[src/rtl/vm_dispatch_scheduler.sv]
// -----------------------------------------------------------------------------
// vm_dispatch_scheduler
//
// Purpose:
//   Sequences packets through N parallel BPF VMs while keeping strict
//   in-order delivery. The snooper is granted round-robin to a VM whose packet
//   memory is free, and the grant is held for the whole packet. Every granted
//   VM index is logged in an order FIFO. The forwarder is only ever granted to
//   the FIFO head, so packets leave in arrival order even when the VMs finish
//   filtering out of order. Packets rejected by their VM filter are popped
//   silently when they reach the head.
//
// Ports:
//   axi_aclk            clock
//   axi_aresetn         asynchronous active-low reset
//   vm_snoop_ready[N]   VM i packet memory is free for the snooper
//   snooper_wr_en       snooper write strobe (error monitoring only)
//   snooper_done        1-cycle pulse, end of packet written
//   ready_for_snooper   a VM is granted to the snooper
//   snoop_sel[N]        one-hot snooper grant (all-zero when none)
//   vm_fwd_ready[N]     VM i holds an accepted packet
//   vm_drop[N]          1-cycle pulse, VM i filter rejected its packet
//   forwarder_done      1-cycle pulse, forwarder finished the packet
//   ready_for_forwarder head VM is granted to the forwarder
//   fwd_sel[N]          one-hot forwarder grant
//   order_count         number of entries in the order FIFO
//   err                 sticky protocol error, cleared only by reset
//
// All outputs come straight from registers.
// -----------------------------------------------------------------------------
module vm_dispatch_scheduler #(
  parameter int N         = 4,
  parameter int IDX_WIDTH = 2
) (
  input  logic                 axi_aclk,
  input  logic                 axi_aresetn,
  input  logic [N-1:0]         vm_snoop_ready,
  input  logic                 snooper_wr_en,
  input  logic                 snooper_done,
  output logic                 ready_for_snooper,
  output logic [N-1:0]         snoop_sel,
  input  logic [N-1:0]         vm_fwd_ready,
  input  logic [N-1:0]         vm_drop,
  input  logic                 forwarder_done,
  output logic                 ready_for_forwarder,
  output logic [N-1:0]         fwd_sel,
  output logic [IDX_WIDTH:0]   order_count,
  output logic                 err
);

  // Storage is sized to the full index range so any IDX_WIDTH-bit index is
  // in range; pointers still wrap at N.
  localparam int                   DEPTH_P  = 1 << IDX_WIDTH;
  localparam logic [IDX_WIDTH-1:0] LAST_IDX = IDX_WIDTH'(N - 1);
  localparam logic [IDX_WIDTH-1:0] IDX_ONE  = IDX_WIDTH'(1);
  localparam logic [IDX_WIDTH:0]   N_CNT    = (IDX_WIDTH + 1)'(N);
  localparam logic [IDX_WIDTH:0]   CNT_ONE  = (IDX_WIDTH + 1)'(1);

  typedef enum logic { S_IDLE = 1'b0, S_LOCKED = 1'b1 } snoop_state_t;
  typedef enum logic { F_IDLE = 1'b0, F_LOCKED = 1'b1 } fwd_state_t;

  // One-hot decode of a VM index.
  function automatic logic [N-1:0] onehot(input logic [IDX_WIDTH-1:0] idx);
    onehot = {{(N-1){1'b0}}, 1'b1} << idx;
  endfunction

  // Index increment wrapping modulo N.
  function automatic logic [IDX_WIDTH-1:0] wrap_inc(input logic [IDX_WIDTH-1:0] idx);
    if (idx == LAST_IDX) begin
      wrap_inc = {IDX_WIDTH{1'b0}};
    end else begin
      wrap_inc = idx + IDX_ONE;
    end
  endfunction

  // ---------------------------------------------------------------------------
  // Declarations
  // ---------------------------------------------------------------------------
  snoop_state_t           snoop_state_r, snoop_state_s;
  logic [IDX_WIDTH-1:0]   snoop_idx_r, snoop_idx_s;
  logic [N-1:0]           snoop_sel_r, snoop_sel_s;
  logic                   rfs_r, rfs_s;
  logic [IDX_WIDTH-1:0]   rr_ptr_r, rr_ptr_s;
  logic                   push_s;
  logic                   snoop_err_s;

  logic [2*N-1:0]         dbl_ready_s;
  logic [N-1:0]           rot_ready_s;
  logic                   found_s;
  logic [IDX_WIDTH-1:0]   off_s;
  logic [IDX_WIDTH:0]     sum_s;
  logic [IDX_WIDTH:0]     diff_s;
  logic [IDX_WIDTH-1:0]   found_idx_s;

  fwd_state_t             fwd_state_r, fwd_state_s;
  logic [N-1:0]           fwd_sel_r, fwd_sel_s;
  logic                   rff_r, rff_s;
  logic                   pop_s;
  logic                   fwd_err_s;

  logic [IDX_WIDTH-1:0]   fifo_mem_r [DEPTH_P];
  logic [IDX_WIDTH-1:0]   head_r, tail_r;
  logic [IDX_WIDTH:0]     count_r, count_s;
  logic                   push_ok_s;
  logic                   full_err_s;
  logic [IDX_WIDTH-1:0]   head_idx_s;
  logic                   fifo_empty_s;

  logic [N-1:0]           drop_pending_r, drop_pending_s;
  logic [N-1:0]           in_fifo_r, in_fifo_s;
  logic [N-1:0]           pop_mask_s, push_mask_s;
  logic [DEPTH_P-1:0]     drop_pend_ext_s, drop_ext_s, fwd_ready_ext_s;
  logic                   drop_hit_s;
  logic                   drop_err_s;

  logic                   err_r;

  // ---------------------------------------------------------------------------
  // Snoop side
  // ---------------------------------------------------------------------------

  // Round-robin search: rotate the ready vector so rr_ptr lands on bit 0, take
  // the lowest set bit, then rotate the offset back into a VM index.
  always_comb begin
    dbl_ready_s = {vm_snoop_ready, vm_snoop_ready} >> rr_ptr_r;
    rot_ready_s = dbl_ready_s[N-1:0];
    found_s     = |rot_ready_s;
    off_s       = {IDX_WIDTH{1'b0}};
    for (int i = N - 1; i >= 0; i--) begin
      if (rot_ready_s[i]) begin
        off_s = IDX_WIDTH'(i);
      end else begin
        off_s = off_s;
      end
    end
    sum_s  = {1'b0, rr_ptr_r} + {1'b0, off_s};
    diff_s = sum_s - N_CNT;
    if (sum_s >= N_CNT) begin
      found_idx_s = diff_s[IDX_WIDTH-1:0];
    end else begin
      found_idx_s = sum_s[IDX_WIDTH-1:0];
    end
  end

  // Snoop FSM next-state and next-output logic.
  always_comb begin
    snoop_state_s = snoop_state_r;
    snoop_idx_s   = snoop_idx_r;
    snoop_sel_s   = snoop_sel_r;
    rfs_s         = rfs_r;
    rr_ptr_s      = rr_ptr_r;
    push_s        = 1'b0;
    snoop_err_s   = 1'b0;
    case (snoop_state_r)
      S_IDLE: begin
        snoop_err_s = snooper_wr_en | snooper_done;
        if (found_s) begin
          snoop_state_s = S_LOCKED;
          snoop_idx_s   = found_idx_s;
          snoop_sel_s   = onehot(found_idx_s);
          rfs_s         = 1'b1;
        end else begin
          snoop_sel_s   = {N{1'b0}};
          rfs_s         = 1'b0;
        end
      end
      S_LOCKED: begin
        // Grant is held regardless of vm_snoop_ready until the packet ends.
        if (snooper_done) begin
          push_s        = 1'b1;
          rr_ptr_s      = wrap_inc(snoop_idx_r);
          snoop_sel_s   = {N{1'b0}};
          rfs_s         = 1'b0;
          snoop_state_s = S_IDLE;
        end else begin
          snoop_state_s = S_LOCKED;
        end
      end
      default: begin
        snoop_state_s = S_IDLE;
        snoop_sel_s   = {N{1'b0}};
        rfs_s         = 1'b0;
      end
    endcase
  end

  // Snoop FSM state and registered outputs.
  always_ff @(posedge axi_aclk or negedge axi_aresetn) begin
    if (!axi_aresetn) begin
      snoop_state_r <= S_IDLE;
      snoop_idx_r   <= {IDX_WIDTH{1'b0}};
      snoop_sel_r   <= {N{1'b0}};
      rfs_r         <= 1'b0;
      rr_ptr_r      <= {IDX_WIDTH{1'b0}};
    end else begin
      snoop_state_r <= snoop_state_s;
      snoop_idx_r   <= snoop_idx_s;
      snoop_sel_r   <= snoop_sel_s;
      rfs_r         <= rfs_s;
      rr_ptr_r      <= rr_ptr_s;
    end
  end

  // ---------------------------------------------------------------------------
  // Order FIFO
  // ---------------------------------------------------------------------------

  // FIFO status, head entry and count update. A push into a full FIFO is
  // discarded even if a pop happens in the same cycle.
  always_comb begin
    head_idx_s   = fifo_mem_r[head_r];
    fifo_empty_s = (count_r == {(IDX_WIDTH + 1){1'b0}});
    push_ok_s    = push_s & (count_r != N_CNT);
    full_err_s   = push_s & (count_r == N_CNT);
    case ({push_ok_s, pop_s})
      2'b10:   count_s = count_r + CNT_ONE;
      2'b01:   count_s = count_r - CNT_ONE;
      default: count_s = count_r;
    endcase
  end

  // FIFO storage and pointers.
  always_ff @(posedge axi_aclk or negedge axi_aresetn) begin
    if (!axi_aresetn) begin
      for (int i = 0; i < DEPTH_P; i++) begin
        fifo_mem_r[i] <= {IDX_WIDTH{1'b0}};
      end
      head_r  <= {IDX_WIDTH{1'b0}};
      tail_r  <= {IDX_WIDTH{1'b0}};
      count_r <= {(IDX_WIDTH + 1){1'b0}};
    end else begin
      if (push_ok_s) begin
        fifo_mem_r[tail_r] <= snoop_idx_r;
        tail_r             <= wrap_inc(tail_r);
      end
      if (pop_s) begin
        head_r <= wrap_inc(head_r);
      end
      count_r <= count_s;
    end
  end

  // ---------------------------------------------------------------------------
  // Drop tracking and FIFO membership
  // ---------------------------------------------------------------------------

  // A drop pulse marks the VM's queued packet; popping that VM clears the mark
  // (clear wins, since a same-cycle pulse can only belong to the popped packet).
  // Membership lets a drop for a VM with nothing queued be flagged; a same-cycle
  // push of the popped VM leaves it queued.
  always_comb begin
    if (pop_s) begin
      pop_mask_s = onehot(head_idx_s);
    end else begin
      pop_mask_s = {N{1'b0}};
    end
    if (push_ok_s) begin
      push_mask_s = onehot(snoop_idx_r);
    end else begin
      push_mask_s = {N{1'b0}};
    end
    drop_pending_s = (drop_pending_r | vm_drop) & ~pop_mask_s;
    in_fifo_s      = (in_fifo_r & ~pop_mask_s) | push_mask_s;
    drop_err_s     = |(vm_drop & ~in_fifo_r);
  end

  // Drop-pending and membership registers.
  always_ff @(posedge axi_aclk or negedge axi_aresetn) begin
    if (!axi_aresetn) begin
      drop_pending_r <= {N{1'b0}};
      in_fifo_r      <= {N{1'b0}};
    end else begin
      drop_pending_r <= drop_pending_s;
      in_fifo_r      <= in_fifo_s;
    end
  end

  // ---------------------------------------------------------------------------
  // Forwarder side
  // ---------------------------------------------------------------------------

  // Widen per-VM vectors to the index range so the head lookup is in range.
  always_comb begin
    drop_pend_ext_s = DEPTH_P'(drop_pending_r);
    drop_ext_s      = DEPTH_P'(vm_drop);
    fwd_ready_ext_s = DEPTH_P'(vm_fwd_ready);
    drop_hit_s      = drop_pend_ext_s[head_idx_s] | drop_ext_s[head_idx_s];
  end

  // Forwarder FSM: only the FIFO head is considered; dropped heads are popped
  // one per cycle without a grant.
  always_comb begin
    fwd_state_s = fwd_state_r;
    fwd_sel_s   = fwd_sel_r;
    rff_s       = rff_r;
    pop_s       = 1'b0;
    fwd_err_s   = 1'b0;
    case (fwd_state_r)
      F_IDLE: begin
        fwd_err_s = forwarder_done;
        fwd_sel_s = {N{1'b0}};
        rff_s     = 1'b0;
        if (fifo_empty_s) begin
          fwd_state_s = F_IDLE;
        end else if (drop_hit_s) begin
          pop_s       = 1'b1;
          fwd_state_s = F_IDLE;
        end else if (fwd_ready_ext_s[head_idx_s]) begin
          fwd_state_s = F_LOCKED;
          fwd_sel_s   = onehot(head_idx_s);
          rff_s       = 1'b1;
        end else begin
          fwd_state_s = F_IDLE;
        end
      end
      F_LOCKED: begin
        if (forwarder_done) begin
          pop_s       = 1'b1;
          fwd_sel_s   = {N{1'b0}};
          rff_s       = 1'b0;
          fwd_state_s = F_IDLE;
        end else begin
          fwd_state_s = F_LOCKED;
        end
      end
      default: begin
        fwd_state_s = F_IDLE;
        fwd_sel_s   = {N{1'b0}};
        rff_s       = 1'b0;
      end
    endcase
  end

  // Forwarder FSM state and registered outputs.
  always_ff @(posedge axi_aclk or negedge axi_aresetn) begin
    if (!axi_aresetn) begin
      fwd_state_r <= F_IDLE;
      fwd_sel_r   <= {N{1'b0}};
      rff_r       <= 1'b0;
    end else begin
      fwd_state_r <= fwd_state_s;
      fwd_sel_r   <= fwd_sel_s;
      rff_r       <= rff_s;
    end
  end

  // ---------------------------------------------------------------------------
  // Sticky error
  // ---------------------------------------------------------------------------

  // Accumulate every protocol violation until reset.
  always_ff @(posedge axi_aclk or negedge axi_aresetn) begin
    if (!axi_aresetn) begin
      err_r <= 1'b0;
    end else begin
      err_r <= err_r | snoop_err_s | fwd_err_s | full_err_s | drop_err_s;
    end
  end

  assign ready_for_snooper   = rfs_r;
  assign snoop_sel           = snoop_sel_r;
  assign ready_for_forwarder = rff_r;
  assign fwd_sel             = fwd_sel_r;
  assign order_count         = count_r;
  assign err                 = err_r;

endmodule

[config.mk]
export PLATFORM = sky130hd
export DESIGN_NAME = vm_dispatch_scheduler
export DESIGN_NICKNAME = d
export VERILOG_FILES = /design/src/rtl/vm_dispatch_scheduler.sv
export SDC_FILE = /design/constraint.sdc
export NUM_CORES = 1
export LEC_CHECK = 0
export ABC_AREA = 1
export BUFFER_PORTS_ARGS = -buffer_cell sky130_fd_sc_hd__buf_2
export CELL_PAD_IN_SITES_DETAIL_PLACEMENT = 0
export CELL_PAD_IN_SITES_GLOBAL_PLACEMENT = 1
export CORE_MARGIN = 4
export CORE_UTILIZATION = 45
export CTS_CLUSTER_SIZE = 24
export DETAILED_ROUTE_END_ITERATION = 8
export PLACE_DENSITY_LB_ADDON = 0.1
export SYNTH_ARGS = -nofsm -noshare
export SYNTH_HDL_FRONTEND = slang
export SYNTH_SLANG_ARGS = --single-unit
[constraint.sdc]
create_clock -name axi_aclk -period 5.36 [get_ports axi_aclk]
set_input_delay 0.268 -clock axi_aclk [delete_from_list [all_inputs] [get_ports axi_aclk]]
set_output_delay 0.268 -clock axi_aclk [all_outputs]
set_load 0.03 [all_outputs]
-- Yosys cells after proc, flatten, opt, wreduce, memory -nomap -nowiden
Index checks and enable logic that the tools add are counted.
- register bits: 40
- latch bits: 0
- bits in writable memories: 0
- bits in read-only memories: 0
- input port bits: 17
- memories: 0
- add/subtract/negate cells: 7
- multipliers: 0
- divide/modulo/power cells: 0
- magnitude comparators: 5
- equal/unequal tests: 9
- shift operators: 4
- mux-type cells: 51
- bitwise logic cells: 19
- reductions and logical operators: 7
- operators with widths (operator ; number):
    $mux W4 ; 8
    $mux W2 ; 11
    $mux W1 ; 18
    $pmux W4 S2 ; 2
    $and A4 B4 Y4 ; 3
    $shl A1 B2 Y4 const A ; 3
    $pmux W1 S2 ; 5
    $ge A3 B3 Y1 const B ; 3
    $bwmux W8 ; 1
    $eq A2 B2 Y1 const B ; 4
    $not A4 Y4 ; 2
    $or A4 B4 Y4 ; 2
    $reduce_or A4 Y1 ; 2
    $shr A8 B2 Y4 ; 1
    $add A2 B1 Y2 const B ; 3
    $bmux W1 S2 ; 3
    $not A2 Y3 ; 2
    $or A1 B1 Y1 ; 6
    $pmux W3 S2 ; 1
    $bmux W2 S2 ; 1
    $demux W2 S2 ; 1
    $ne A2 B2 Y1 const B ; 2
    $reduce_and A2 Y1 ; 2
    $add A2 B2 Y3 ; 1
    other kinds (13) ; 15

-- Longest topological paths before layout
Gate-level depths: netlist (run 1).
- word-level depth: 14
- mapped depth: 16
- mapped depth without buffers: 15

-- Worst setup path after synthesis (run 1)
OpenSTA, ideal clock, no wires.
- path type: reg2reg
- start: reg head_r[0]
- end: reg count_r[2], in the netlist order_count[2]
- library setup time: 134 ps
- arrival: 2150 ps
- data required time: 5226 ps
- setup slack: 3076 ps
- stages on the path, launching flop included: 16
- buffers on the path: 1
- clock period less this slack: 2284 ps
- cell sequence: dfrtp_1 inv_2 nand2_1 nand3_1 nand2_2 nand3_1 nand2_1 o21ai_2 nand2_2 buf_6 ha_1 inv_1 fa_1 a21oi_1 o21ai_0 xnor2_1
- longest elaborated chain between the ends: 12
- elaborated cells between the ends (all ways): 16
- those cells by class: eq/ne: 2; mux: 11; bitwise: 2; reduce/logical: 1
- RTL lines (what ; RTL line ; text):
    from (decl) ; 102 ; logic [IDX_WIDTH-1:0] head_r, tail_r;
    from (signal assigned) ; 228 ; head_r <= {IDX_WIDTH{1'b0}};
    from (signal assigned) ; 237 ; head_r <= wrap_inc(head_r);
    $not A2 Y3 (implied by the code) * ; 211 ; head_idx_s = fifo_mem_r[head_r];
    $bmux W2 S2 * ; 211 ;
    $mux W2 (implied by the code) * (2 in a row) ; 211 ;
    $bmux W1 S2 ; 287 ; drop_hit_s = drop_pend_ext_s[head_idx_s] | drop_ext_s[head_idx_s];
    $mux W1 (implied by the code) ; 287 ;
    $or A1 B1 Y1 * ; 287 ;
    $mux W1 * ; 305 ; end else if (drop_hit_s) begin
    $mux W1 * ; 303 ; if (fifo_empty_s) begin
    $pmux W1 S2 * ; 298 ; case (fwd_state_r)
    via pop_s ; 98 ; logic pop_s;
    $eq A2 B1 Y1 or $eq A2 B2 Y1 (tied branches) ; 215 ; case ({push_ok_s, pop_s})
    $pmux W3 S2 or $reduce_bool A2 Y1 (tied branches) ; - ;
    to (signal assigned) ; 230 ; count_r <= {(IDX_WIDTH + 1){1'b0}};
    to (signal assigned) ; 239 ; count_r <= count_s;
    to (decl) ; 103 ; logic [IDX_WIDTH:0] count_r, count_s;
Mark *: on every way through the listed nets, which the timed path passes. The rest lies on a longest branch. The select of a mux whose other input is x is not followed.
A chain may end at the register's enable or synchronous reset.

-- Worst setup path in the final report (run 1)
- start: reg head_r[0]
- end: reg count_r[2], in the netlist order_count[2]
- longest elaborated chain between the ends: 12
- elaborated cells between the ends (all ways): 16
- those cells by class: eq/ne: 2; mux: 11; bitwise: 2; reduce/logical: 1
- RTL lines (what ; RTL line):
    $not A2 Y3 (implied by the code) * ; 211
    $bmux W2 S2 * ; 211
    $mux W2 (implied by the code) * (2 in a row) ; 211
    $bmux W1 S2 ; 287
    $mux W1 (implied by the code) ; 287
    $or A1 B1 Y1 * ; 287
    $mux W1 * ; 305
    $mux W1 * ; 303
    $pmux W1 S2 * ; 298
    $eq A2 B1 Y1 or $eq A2 B2 Y1 (tied branches) ; 215
    $pmux W3 S2 or $reduce_bool A2 Y1 (tied branches) ; -
Mark *: on every way between the ends. The rest lies on a longest branch, timed or not. The select of a mux whose other input is x is not followed.

==> results of run 1 <==
-- stage by stage --
step	hold slack (ns)	cells	instance area (µm²)
final	0.106	359	2420
after global routing	0.171	359	2420
after floorplan	-0.0276	271	2130
after global placement	0.454	351	2330
after detailed placement	0.449	351	2330
after CTS	0.134	359	2420
-- power groups by stage --
stage                     logic (mW)  clock network [mW]  registers [mW]
after floorplan                0.656                   0           0.590
after global placement         0.890                   0           0.538
after detailed placement       0.907                   0           0.542
after CTS                      0.912               0.212           0.537
after global routing            1.05               0.225           0.558
final                          0.900               0.205           0.536
-- worst max path at each step --
stage / startpoint / end / slack [ns] / depth (start not counted)
after detailed placement: head_r[0]$_DFFE_PN0P_ / order_count[2]$_DFFE_PN0P_ / 2.83 / 14
after CTS: head_r[0]$_DFFE_PN0P_ / order_count[2]$_DFFE_PN0P_ / 2.81 / 14
after global routing: head_r[0]$_DFFE_PN0P_ / order_count[2]$_DFFE_PN0P_ / 2.57 / 14
after global placement: head_r[0]$_DFFE_PN0P_ / order_count[2]$_DFFE_PN0P_ / 2.91 / 14
final: head_r[0]$_DFFE_PN0P_ / order_count[2]$_DFFE_PN0P_ / 2.80 / 14
after floorplan: head_r[0]$_DFFE_PN0P_ / order_count[2]$_DFFE_PN0P_ / 3.08 / 15
-- layer usage --
metal	part of all wire	GRT usage	up-vias	wire length, µm
met3	0.045	0.0410	2	198
li1	-	-	928	-
met4	0.0043	0.0380	0	19
met1	0.48	0.210	814	2090
met5	0	0	-	0
met2	0.47	0.269	44	2070
-- cells in the final DEF (no fill, tap or decap) --
master,instances
a21oi_1,5
nor2_1,14
nor3_2,1
nand3_1,16
a21boi_0,1
clkbuf_1,2
dfrtp_1,40
nand2_1,100
nand3b_1,2
a21oi_2,2
nand2_2,5
o31ai_1,1
o21ai_2,1
a221oi_1,1
o22ai_1,1
nor2_2,1
fa_1,1
ha_1,11
nand4_1,1
xnor2_1,2
xor2_1,1
inv_1,30
inv_2,1
clkbuf_8,6
o21ai_1,4
or2_2,2
o21ai_0,23
nor3_1,2
buf_2,30
-- final cells by class --
type,instances,area share
flip-flops and latches,40,0.413
multi-input cells,198,0.413
repair buffers,30,0.0620
inverters,31,0.0480
clock buffers,8,0.0372
well taps,52,0.0269
-- state kept, by name (all words and copies together), names as in the netlist --
register / cells
ready_for_forwarder: 1
rr_ptr_r: 2
drop_pend_ext_s: 4
fifo_mem_r: 8
snoop_sel: 4
fwd_state_r: 1
fwd_sel: 4
snoop_idx_r: 2
order_count: 3
snoop_state_r: 1
head_r: 2
tail_r: 2
err: 1
in_fifo_r: 4
ready_for_snooper: 1
-- worst max-delay path, cell delays in order, from the launching register on --
cell	delay (ns)
dfrtp_1	0.47
inv_2	0.11
nand2_1	0.09
nand3_1	0.09
nand2_2	0.14
nand3_1	0.09
nand2_1	0.11
o21ai_2	0.07
nand2_2	0.22
ha_1	0.19
inv_1	0.06
fa_1	0.38
a21oi_1	0.15
o21ai_0	0.12
xnor2_1	0.14
-- kinds of logic after synthesis --
family | Yosys count | synth area share
AND/OR/NAND/NOR | 144 | 0.281
flip-flops | 40 | 0.469
XOR/XNOR | 3 | 0.0123
buffers and inverters | 33 | 0.0622
adder cells (fa/ha/maj) | 12 | 0.0739
AO/OA/AOI/OAI | 39 | 0.101
==> flow_summary.toml, run 1 <==
[timing]
finalWorstSetupSlack_ns = 2.80
grt_setup_unrepaired = "no"
skew_ns = 0.00671
tns_ns = 0
period_needed_ns = 2.56
worst_slew_pin_slew_ns = 0.903
fmax_ghz = 0.391
hold_viol_final = 0
maxSlewHeadroom = 0.398
finalSetupViolations = 0
drv_slew = 0
period_share = 0.477

[placement]
numPortBuffers = 30
place_ws_ns = 2.83
dpl.hpwl_mm = 3.34
gp_congestion = 0.791

[final_layout]
multiInputGateArea_um2 = 1000
fin_util = 0.541
seqCellArea_um2 = 1000
synthToLayoutAreaGrowth_pct = 13.5
drive_above_1_share = 0.160
layout.nets = 335
fillers = 453
antenna_cells = 0

[pwr]
internal_power_mw = 0.840
sw_frac_of_total = 0.488
seq_power_share = 0.327
p_sw_mw = 0.800
pwr-share-comb = 0.549
fin_total_pwr_mw = 1.64
clkPwrFrac = 0.125
ir_drop_v = 0.000320
p_per_area_nw_per_um2 = 677
p_leak_nw = 1.30

[yosys]
ys_async_sr_fraction = 1.00
synth_nets = 300
synth_cell_type_count = 28
synth_commonest_cells = "nand2_1, dfrtp_1, inv_1, o21ai_0, nand3_1"
syn-mean-instance-area_um2 = 7.87
ys_warn_count = 0
ys_top_cells_by_area = "dfrtp_1, nand2_1, ha_1, o21ai_0, inv_1"
seq_area_frac_synth = 0.469
synth_most_common_cell = "nand2_1"
ys.flop_type = "dfrtp_1"
synth_top_area_share = 0.469
ys_seq_elements = 40
synth-edff-count = 0
synth_area_leader_cell = "dfrtp_1"
syn-instance-count = 271
synth_area_um2 = 2130

[floorplan]
fp.dieArea_um2 = 5910
die_w_um = 76.9
core_region_area_um2 = 4470
num_rows = 24
dieHeight_um = 76.9
start_util = 0.477
io_pins = 31

[global_route]
grt_pass1_wl_mm = 7.87
first_global_vias = 1779
grt-ovfl-total = 0
antenna_found_initial = 0
grtUsageTotal = 0.161
grt_max_degree = 41

[worst_setup_path]
worstPathMaxFanout = 13
rrSetupSlack_ns = 2.80
path_class = "flop to flop"
r2r-end = "order_count[2]$_DFFE_PN0P_"
reg2reg_depth = 14
critPathLaunchType = "flop"
cp-end-kind = "flop"
rr_startpoint = "head_r[0]$_DFFE_PN0P_"
arrival_ns = 2.72
critical_path_required_ns = 5.53

[route]
first_iter_violations = 69
drc_errors = 0
vias_per_cell = 4.98
wl_mm = 4.37
antenna_left = 0
vias = 1788
drt_pre_antenna_iters = 4
wl_per_cell_um = 12.2

[run_status]
status = "finished clean"

[clock_network]
h-tree-depth = 2
cts_root_buf = "clkbuf_8"
cts_buffers = 5
insertion_delay_ns = 0.28
cts-resized-gates = 0
ctsHoldBuffers = 0
clk_pin_slew_worst_paths_ns = 0.08
clockBufferDepth = 2
clkSinkCount = 40
cts_tree = "yes"
post_cts_buffers = 0

[worst_hold_path]
min_path_type = "input port to async pin"

[run]
maxCapViolations = 0
Note: power is estimated with default switching activity, not from simulation.
==> inputs of run 2 (changes only) <==
--- a/config.mk
+++ b/config.mk
@@ -5,12 +5,12 @@
 export SDC_FILE = /design/constraint.sdc
 export NUM_CORES = 1
 export LEC_CHECK = 0
-export ABC_AREA = 1
+export ABC_AREA = 0
 export BUFFER_PORTS_ARGS = -buffer_cell sky130_fd_sc_hd__buf_2
 export CELL_PAD_IN_SITES_DETAIL_PLACEMENT = 0
 export CELL_PAD_IN_SITES_GLOBAL_PLACEMENT = 1
 export CORE_MARGIN = 4
-export CORE_UTILIZATION = 45
+export CORE_UTILIZATION = 44
 export CTS_CLUSTER_SIZE = 24
 export DETAILED_ROUTE_END_ITERATION = 8
 export PLACE_DENSITY_LB_ADDON = 0.1
==> constraint.sdc (replaced) <==
create_clock -name axi_aclk -period 2.55 [get_ports axi_aclk]
set_input_delay 0.1275 -clock axi_aclk [delete_from_list [all_inputs] [get_ports axi_aclk]]
set_output_delay 0.1275 -clock axi_aclk [all_outputs]
set_load 0.03 [all_outputs]
==> run 2 against run 1 <==
Die area increased by 3.1%. Area after synthesis increased by 1.2%. Non-clock buffer count increased by 11. Critical path depth decreased by 4. Flip-flop and latch count unchanged. Critical path type unchanged. Largest cell class is now multi-input combinational cells. Largest power group unchanged. Highest routed layer unchanged.
==> flow_summary.toml, run 2 <==
[run_status]
status = "finished clean"

[placement]
numPortBuffers = 30
dpl.hpwl_mm = 3.55
gp_congestion = 0.884
placed_cells = 305

[global_route]
grt_max_degree = 41
antenna_found_initial = 0
grt-ovfl-total = 0
first_global_vias = 1755
grtUsageTotal = 0.174
grt_pass1_wl_mm = 8.43

[worst_setup_path]
arrival_ns = 2.64
cp_cell_sequence = "mux4_2, nor3_4, o211ai_4, nand3_4, ha_4, inv_1, fa_2, xor2_1, nor2_1, xor2_1"
critPathLaunchType = "flop"
rr_startpoint = "head_r[0]$_DFFE_PN0P_"
max_stage_delay_ns = 0.56
crit_path_frequent_cell = "xor2_1"
cp-startpoint = "head_r[0]$_DFFE_PN0P_"
slowest_stage = "mux4_2"
cp-end-kind = "flop"
critical_path_required_ns = 2.77
path_class = "flop to flop"
worstPathMaxFanout = 4

[final_layout]
antenna_cells = 0
drive_above_1_share = 0.287
final_cell_mix = "dfrtp_1, buf_2, nand2_1, nor2_1, inv_1"
layout.nets = 279
largest_reg_flops = 8
fillers = 438
regMostFlops = "fifo_mem_r"
final_common_cell = "dfrtp_1"
fin_util = 0.548
final_cell_count_no_fill = 318
synthToLayoutAreaGrowth_pct = 20.0

[yosys]
synth_nets = 235
synth_area_um2 = 2160
synth_area_leader_cell = "dfrtp_1"
ys_seq_elements = 40
seq_area_frac_synth = 0.464
syn-instance-count = 206
synth_most_common_cell = "dfrtp_1"
ys_warn_count = 0
synth_commonest_cells = "dfrtp_1, nand2_1, nor2_1, inv_1, ha_1"
ys_top_cells_by_area = "dfrtp_1, ha_1, mux2_2, nand2_1, nor2_1"
ys.flop_type = "dfrtp_1"
synth_top_area_share = 0.464
ys_async_sr_fraction = 1.00
synth_cell_type_count = 46
syn-mean-instance-area_um2 = 10.5
synth-edff-count = 0

[timing]
grt_setup_unrepaired = "no"
fmax_ghz = 0.414
maxSlewHeadroom = 0.417
worst_slew_pin_slew_ns = 0.875
hold_viol_final = 0
drv_slew = 0
skew_ns = 0.00539
finalSetupViolations = 0
period_needed_ns = 2.42
tns_ns = 0
period_share = 0.948

[pwr]
sw_frac_of_total = 0.425
seq_power_share = 0.319
clkPwrFrac = 0.126
p_per_area_nw_per_um2 = 1410
fin_total_pwr_mw = 3.65
pwr-share-comb = 0.556
p_sw_mw = 1.55
ir_drop_v = 0.000535
internal_power_mw = 2.10
p_leak_nw = 1.22

[clock_network]
h-tree-depth = 2
cts_root_buf = "clkbuf_8"
clk_pin_slew_worst_paths_ns = 0.08
clockBufferDepth = 2
cts_buffers = 5
insertion_delay_ns = 0.29
clkSinkCount = 40
cts_tree = "yes"

[route]
drt_pre_antenna_iters = 4
first_iter_violations = 109
wl_mm = 4.87
vias_per_cell = 5.31
wl_per_cell_um = 15.3
antenna_left = 0
vias = 1688
drc_errors = 0

[floorplan]
die_w_um = 78.0
fp.dieArea_um2 = 6090
num_rows = 25
core_region_area_um2 = 4720
dieHeight_um = 78.0
start_util = 0.457
io_pins = 31

[worst_hold_path]
hold_start = "forwarder_done"
min_path_type = "input port to flop"

[run]
maxCapViolations = 0
## run 2: layer usage
layer / vias to the layer above / wire (µm) / share of wire / track usage
met5: - / 0 / 0 / 0
met4: 0 / 25 / 0.0051 / 0.0437
met3: 4 / 228 / 0.047 / 0.0436
met2: 41 / 2360 / 0.48 / 0.288
met1: 829 / 2260 / 0.46 / 0.228
li1: 814 / - / - / -
## run 2: cell type report
type	instances	area, µm²	share of cell area
Multi-Input combinational cell	148	1120	0.432
Clock buffer	6	82.6	0.0319
Sequential cell	40	1000	0.387
Timing Repair Buffer	41	235	0.0908
Clock inverter	2	15.0	0.00580
Tap cell	67	83.8	0.0324
Inverter	14	52.6	0.0203
## run 2: logic make-up (layout without fill, tap and decap cells)
| kind of cell | Yosys count | after routing | share of synthesized area |
|---|---|---|---|
| adder cells (fa/ha/maj) | 12 | 12 | 0.0730 |
| AND/OR/NAND/NOR | 72 | 72 | 0.168 |
| AO/OA/AOI/OAI | 43 | 43 | 0.146 |
| XOR/XNOR | 5 | 5 | 0.0203 |
| flip-flops | 40 | 40 | 0.464 |
| multiplexers | 15 | 16 | 0.0916 |
| buffers and inverters | 19 | 63 | 0.0371 |
## run 2: repair_timing
action,CTS,global route
buffers inserted,1,2
endpoints found under the hold margin,40,0
cloned,0,1
gates resized for setup,1,3
hold buffers,1,0
pin swaps,0,4
endpoints found under the setup margin,1,1
## run 2: power groups by stage
stage	logic, mW	registers (mW)	clock network (mW)
3_3_place_gp	1.85	1.14	0
3_5_place_dp	1.90	1.16	0
2_1_floorplan	1.34	1.19	0
4_1_cts	1.93	1.15	0.468
5_1_grt	2.26	1.21	0.507
6_report	2.03	1.16	0.459
## run 2: per-stage QoR
step	area (µm²)	setup WS [ns]	hold WS (ns)
after floorplan	2160	0.00119	-0.168
after global placement	2420	0.0631	0.278
after detailed placement	2420	-0.0296	0.303
after CTS	2530	0.0254	0.0334
after global routing	2590	0.0239	0.0370
final	2590	0.134	0.0376
## run 2: worst max-delay path, delay by kind of cell, from the launching register on
| kind | cells | cell delay, ns |
|---|---|---|
| buffers and inverters | 1 | 0.05 |
| flip-flops | 1 | 0.42 |
| XOR/XNOR | 2 | 0.29 |
| AO/OA/AOI/OAI | 1 | 0.11 |
| multiplexers | 1 | 0.56 |
| adder cells (fa/ha/maj) | 2 | 0.47 |
| AND/OR/NAND/NOR | 3 | 0.44 |
## run 2: final timing paths
path,end,slack (ns),depth (start not counted)
setup / recovery,order_count[2]$_DFFE_PN0P_,0.13,10
hold / removal,fwd_state_r$_DFF_PN0_,0.04,2
setup reg to reg,order_count[2]$_DFFE_PN0P_,0.13,10
hold reg to reg,fwd_sel[1]$_DFFE_PN0P_,0.47,2
max in group asynchronous,head_r[0]$_DFFE_PN0P_,1.45,2
min in group asynchronous,order_count[0]$_DFFE_PN0P_,0.49,2
==> inputs of run 3 (changes only) <==
--- a/config.mk
+++ b/config.mk
@@ -13,6 +13,7 @@
 export CORE_UTILIZATION = 44
 export CTS_CLUSTER_SIZE = 24
 export DETAILED_ROUTE_END_ITERATION = 8
+export GPL_TIMING_DRIVEN = 0
 export PLACE_DENSITY_LB_ADDON = 0.1
 export SYNTH_ARGS = -nofsm -noshare
 export SYNTH_HDL_FRONTEND = slang
==> run 3 against run 2 <==
First-iteration DRC count is 25% lower. Critical path depth stayed put. Combinational power increased by 2%. Via count decreased by 3.1%. Clock power fell by 4.4%. Hold slack gained 0.0053 ns. Maximum frequency is 1.5% lower. Critical path type unchanged. Largest cell class unchanged.
==> flow_summary.toml, run 3 (synthesis gave the netlist of run 2 again) <==
[run_status]
status = "finished clean"

[worst_setup_path]
worst-path-buf-inv = 1
reg2reg_depth = 10
critPathLaunchType = "flop"
path_class = "flop to flop"
slowest_stage = "mux4_2"
cp_cell_sequence = "mux4_2, nor3_4, o211ai_4, nand3_4, ha_4, inv_2, fa_2, xor2_1, nor2_1, xor2_1"
critPathTopFamily = "multiplexers"
max_stage_delay_ns = 0.58
r2r-end = "order_count[2]$_DFFE_PN0P_"
arrival_ns = 2.67
rr_startpoint = "head_r[0]$_DFFE_PN0P_"
critical_path_required_ns = 2.77
rrSetupSlack_ns = 0.1
crit_path_frequent_cell = "xor2_1"
cp-end-kind = "flop"
worstPathMaxFanout = 3

[worst_hold_path]
holdPathStages = 2
hold_start = "forwarder_done"
min_path_type = "input port to flop"
min_to = "fwd_state_r$_DFF_PN0_"

[route]
vias = 1635
antenna_left = 0
drt_pre_antenna_iters = 4
vias_per_cell = 5.14
wl_per_cell_um = 14.6
drc_errors = 0
wl_mm = 4.64
first_iter_violations = 82

[clock_network]
clockBufferDepth = 2
cts_root_buf = "clkbuf_8"
cts_tree = "yes"
insertion_delay_ns = 0.29
clkSinkCount = 40
h-tree-depth = 2
cts_buffers = 5
clk_pin_slew_worst_paths_ns = 0.08

[final_layout]
fillers = 456
drive_above_1_share = 0.283
synthToLayoutAreaGrowth_pct = 18.9
final_common_cell = "dfrtp_1"
layout.nets = 279
final_cell_mix = "dfrtp_1, buf_2, nand2_1, nor2_1, inv_1"
final_cell_count_no_fill = 318
largest_reg_flops = 8
antenna_cells = 0
fin_area_um2 = 2570
regMostFlops = "fifo_mem_r"

[global_route]
antenna_found_initial = 0
grt-ovfl-total = 0
use_met1 = 0.227
first_global_vias = 1713
gr-usage-met2 = 0.270
grt_pass1_wl_mm = 8.09
grtUsageTotal = 0.168
gr-usage-met3 = 0.0424
grt-busiest-layer = "met2"
grt_max_degree = 41

[pwr]
ir_drop_v = 0.000589
p_leak_nw = 1.20
p_per_area_nw_per_um2 = 1410

[floorplan]
dieHeight_um = 78.0
io_pins = 31
start_util = 0.457
core_region_area_um2 = 4720
num_rows = 25
fp.dieArea_um2 = 6090
die_w_um = 78.0

[placement]
placed_cells = 302
numPortBuffers = 29
gp_congestion = 0.795
placed_cell_area_um2 = 2390
dpl.hpwl_mm = 3.42

[timing]
period_share = 0.962
maxSlewHeadroom = 0.405
period_needed_ns = 2.45
drv_slew = 0
worst_slew_pin_slew_ns = 0.893
finalSetupViolations = 0
hold_viol_final = 0
grt_setup_unrepaired = "yes"
fmax_ghz = 0.407
skew_ns = 0.0101

[run]
maxCapViolations = 0
[run 3: metal layers]
metal / share of wire / vias to the layer above
met1: 0.47 / 780
met5: 0 / -
met3: 0.038 / 4
met4: 0.0084 / 0
met2: 0.48 / 32
li1: - / 819
[run 3: how the worst max path moves through the flow]
stage,end,depth (start not counted),from,slack [ns]
after floorplan,order_count[2]$_DFFE_PN0P_,10,head_r[0]$_DFFE_PN0P_,0.001
after global placement,order_count[2]$_DFFE_PN0P_,10,head_r[0]$_DFFE_PN0P_,-0.21
after detailed placement,order_count[2]$_DFFE_PN0P_,10,head_r[0]$_DFFE_PN0P_,-0.23
after CTS,order_count[2]$_DFFE_PN0P_,11,head_r[0]$_DFFE_PN0P_,0.03
after global routing,order_count[2]$_DFFE_PN0P_,10,head_r[0]$_DFFE_PN0P_,-0.05
final,order_count[2]$_DFFE_PN0P_,10,head_r[0]$_DFFE_PN0P_,0.1
[run 3: area by class of cell]
class / instances / area, µm² / area share
clock inverter: 1 / 7.51 / 0.00293
sequential: 40 / 1000 / 0.391
clock buffer: 7 / 86.3 / 0.0336
buffer: 5 / 27.5 / 0.0107
multi-input combinational: 147 / 1090 / 0.427
tap: 67 / 83.8 / 0.0327
inverter: 14 / 52.6 / 0.0205
timing repair buffer: 37 / 211 / 0.0824
[run 3: worst reg2reg max path, cell delays in order (launching register included)]
cell and delay (ns):
dfrtp_2 0.41, mux4_2 0.58, nor3_4 0.24, o211ai_4 0.12
nand3_4 0.11, ha_4 0.14, inv_2 0.04, fa_2 0.32
xor2_1 0.16, nor2_1 0.12, xor2_1 0.15
[run 3: per-stage QoR]
stage	TNS, ns	hold slack [ns]	worst slack [ns]	total power [mW]	util
after global placement	-0.229	0.306	-0.214	2.93	0.505
after CTS	0	0.0342	0.0326	3.59	0.540
final	0	0.0429	0.0957	3.62	0.543
after detailed placement	-0.261	0.305	-0.229	2.95	0.505
after floorplan	0	-0.168	0.00119	2.53	-
after global routing	-0.0480	0.0491	-0.0480	3.96	0.543
[run 3: repair_timing]
action                                  CTS  global route
endpoints found under the setup margin    2             2
pin swaps                                 4             6
cloned                                    0             0
hold buffers                              1             0
hold endpoints to repair                 40             0
resized for setup                         3             5
buffers inserted                          6             1
[run 3: power breakdown]
part	internal, mW	total (mW)	leakage [nW]	switching (mW)
Combinational	0.992	2.08	0.671	1.09
Clock	0.220	0.439	0.0445	0.219
Sequential	0.906	1.11	0.487	0.201
Total	2.12	3.62	1.20	1.51
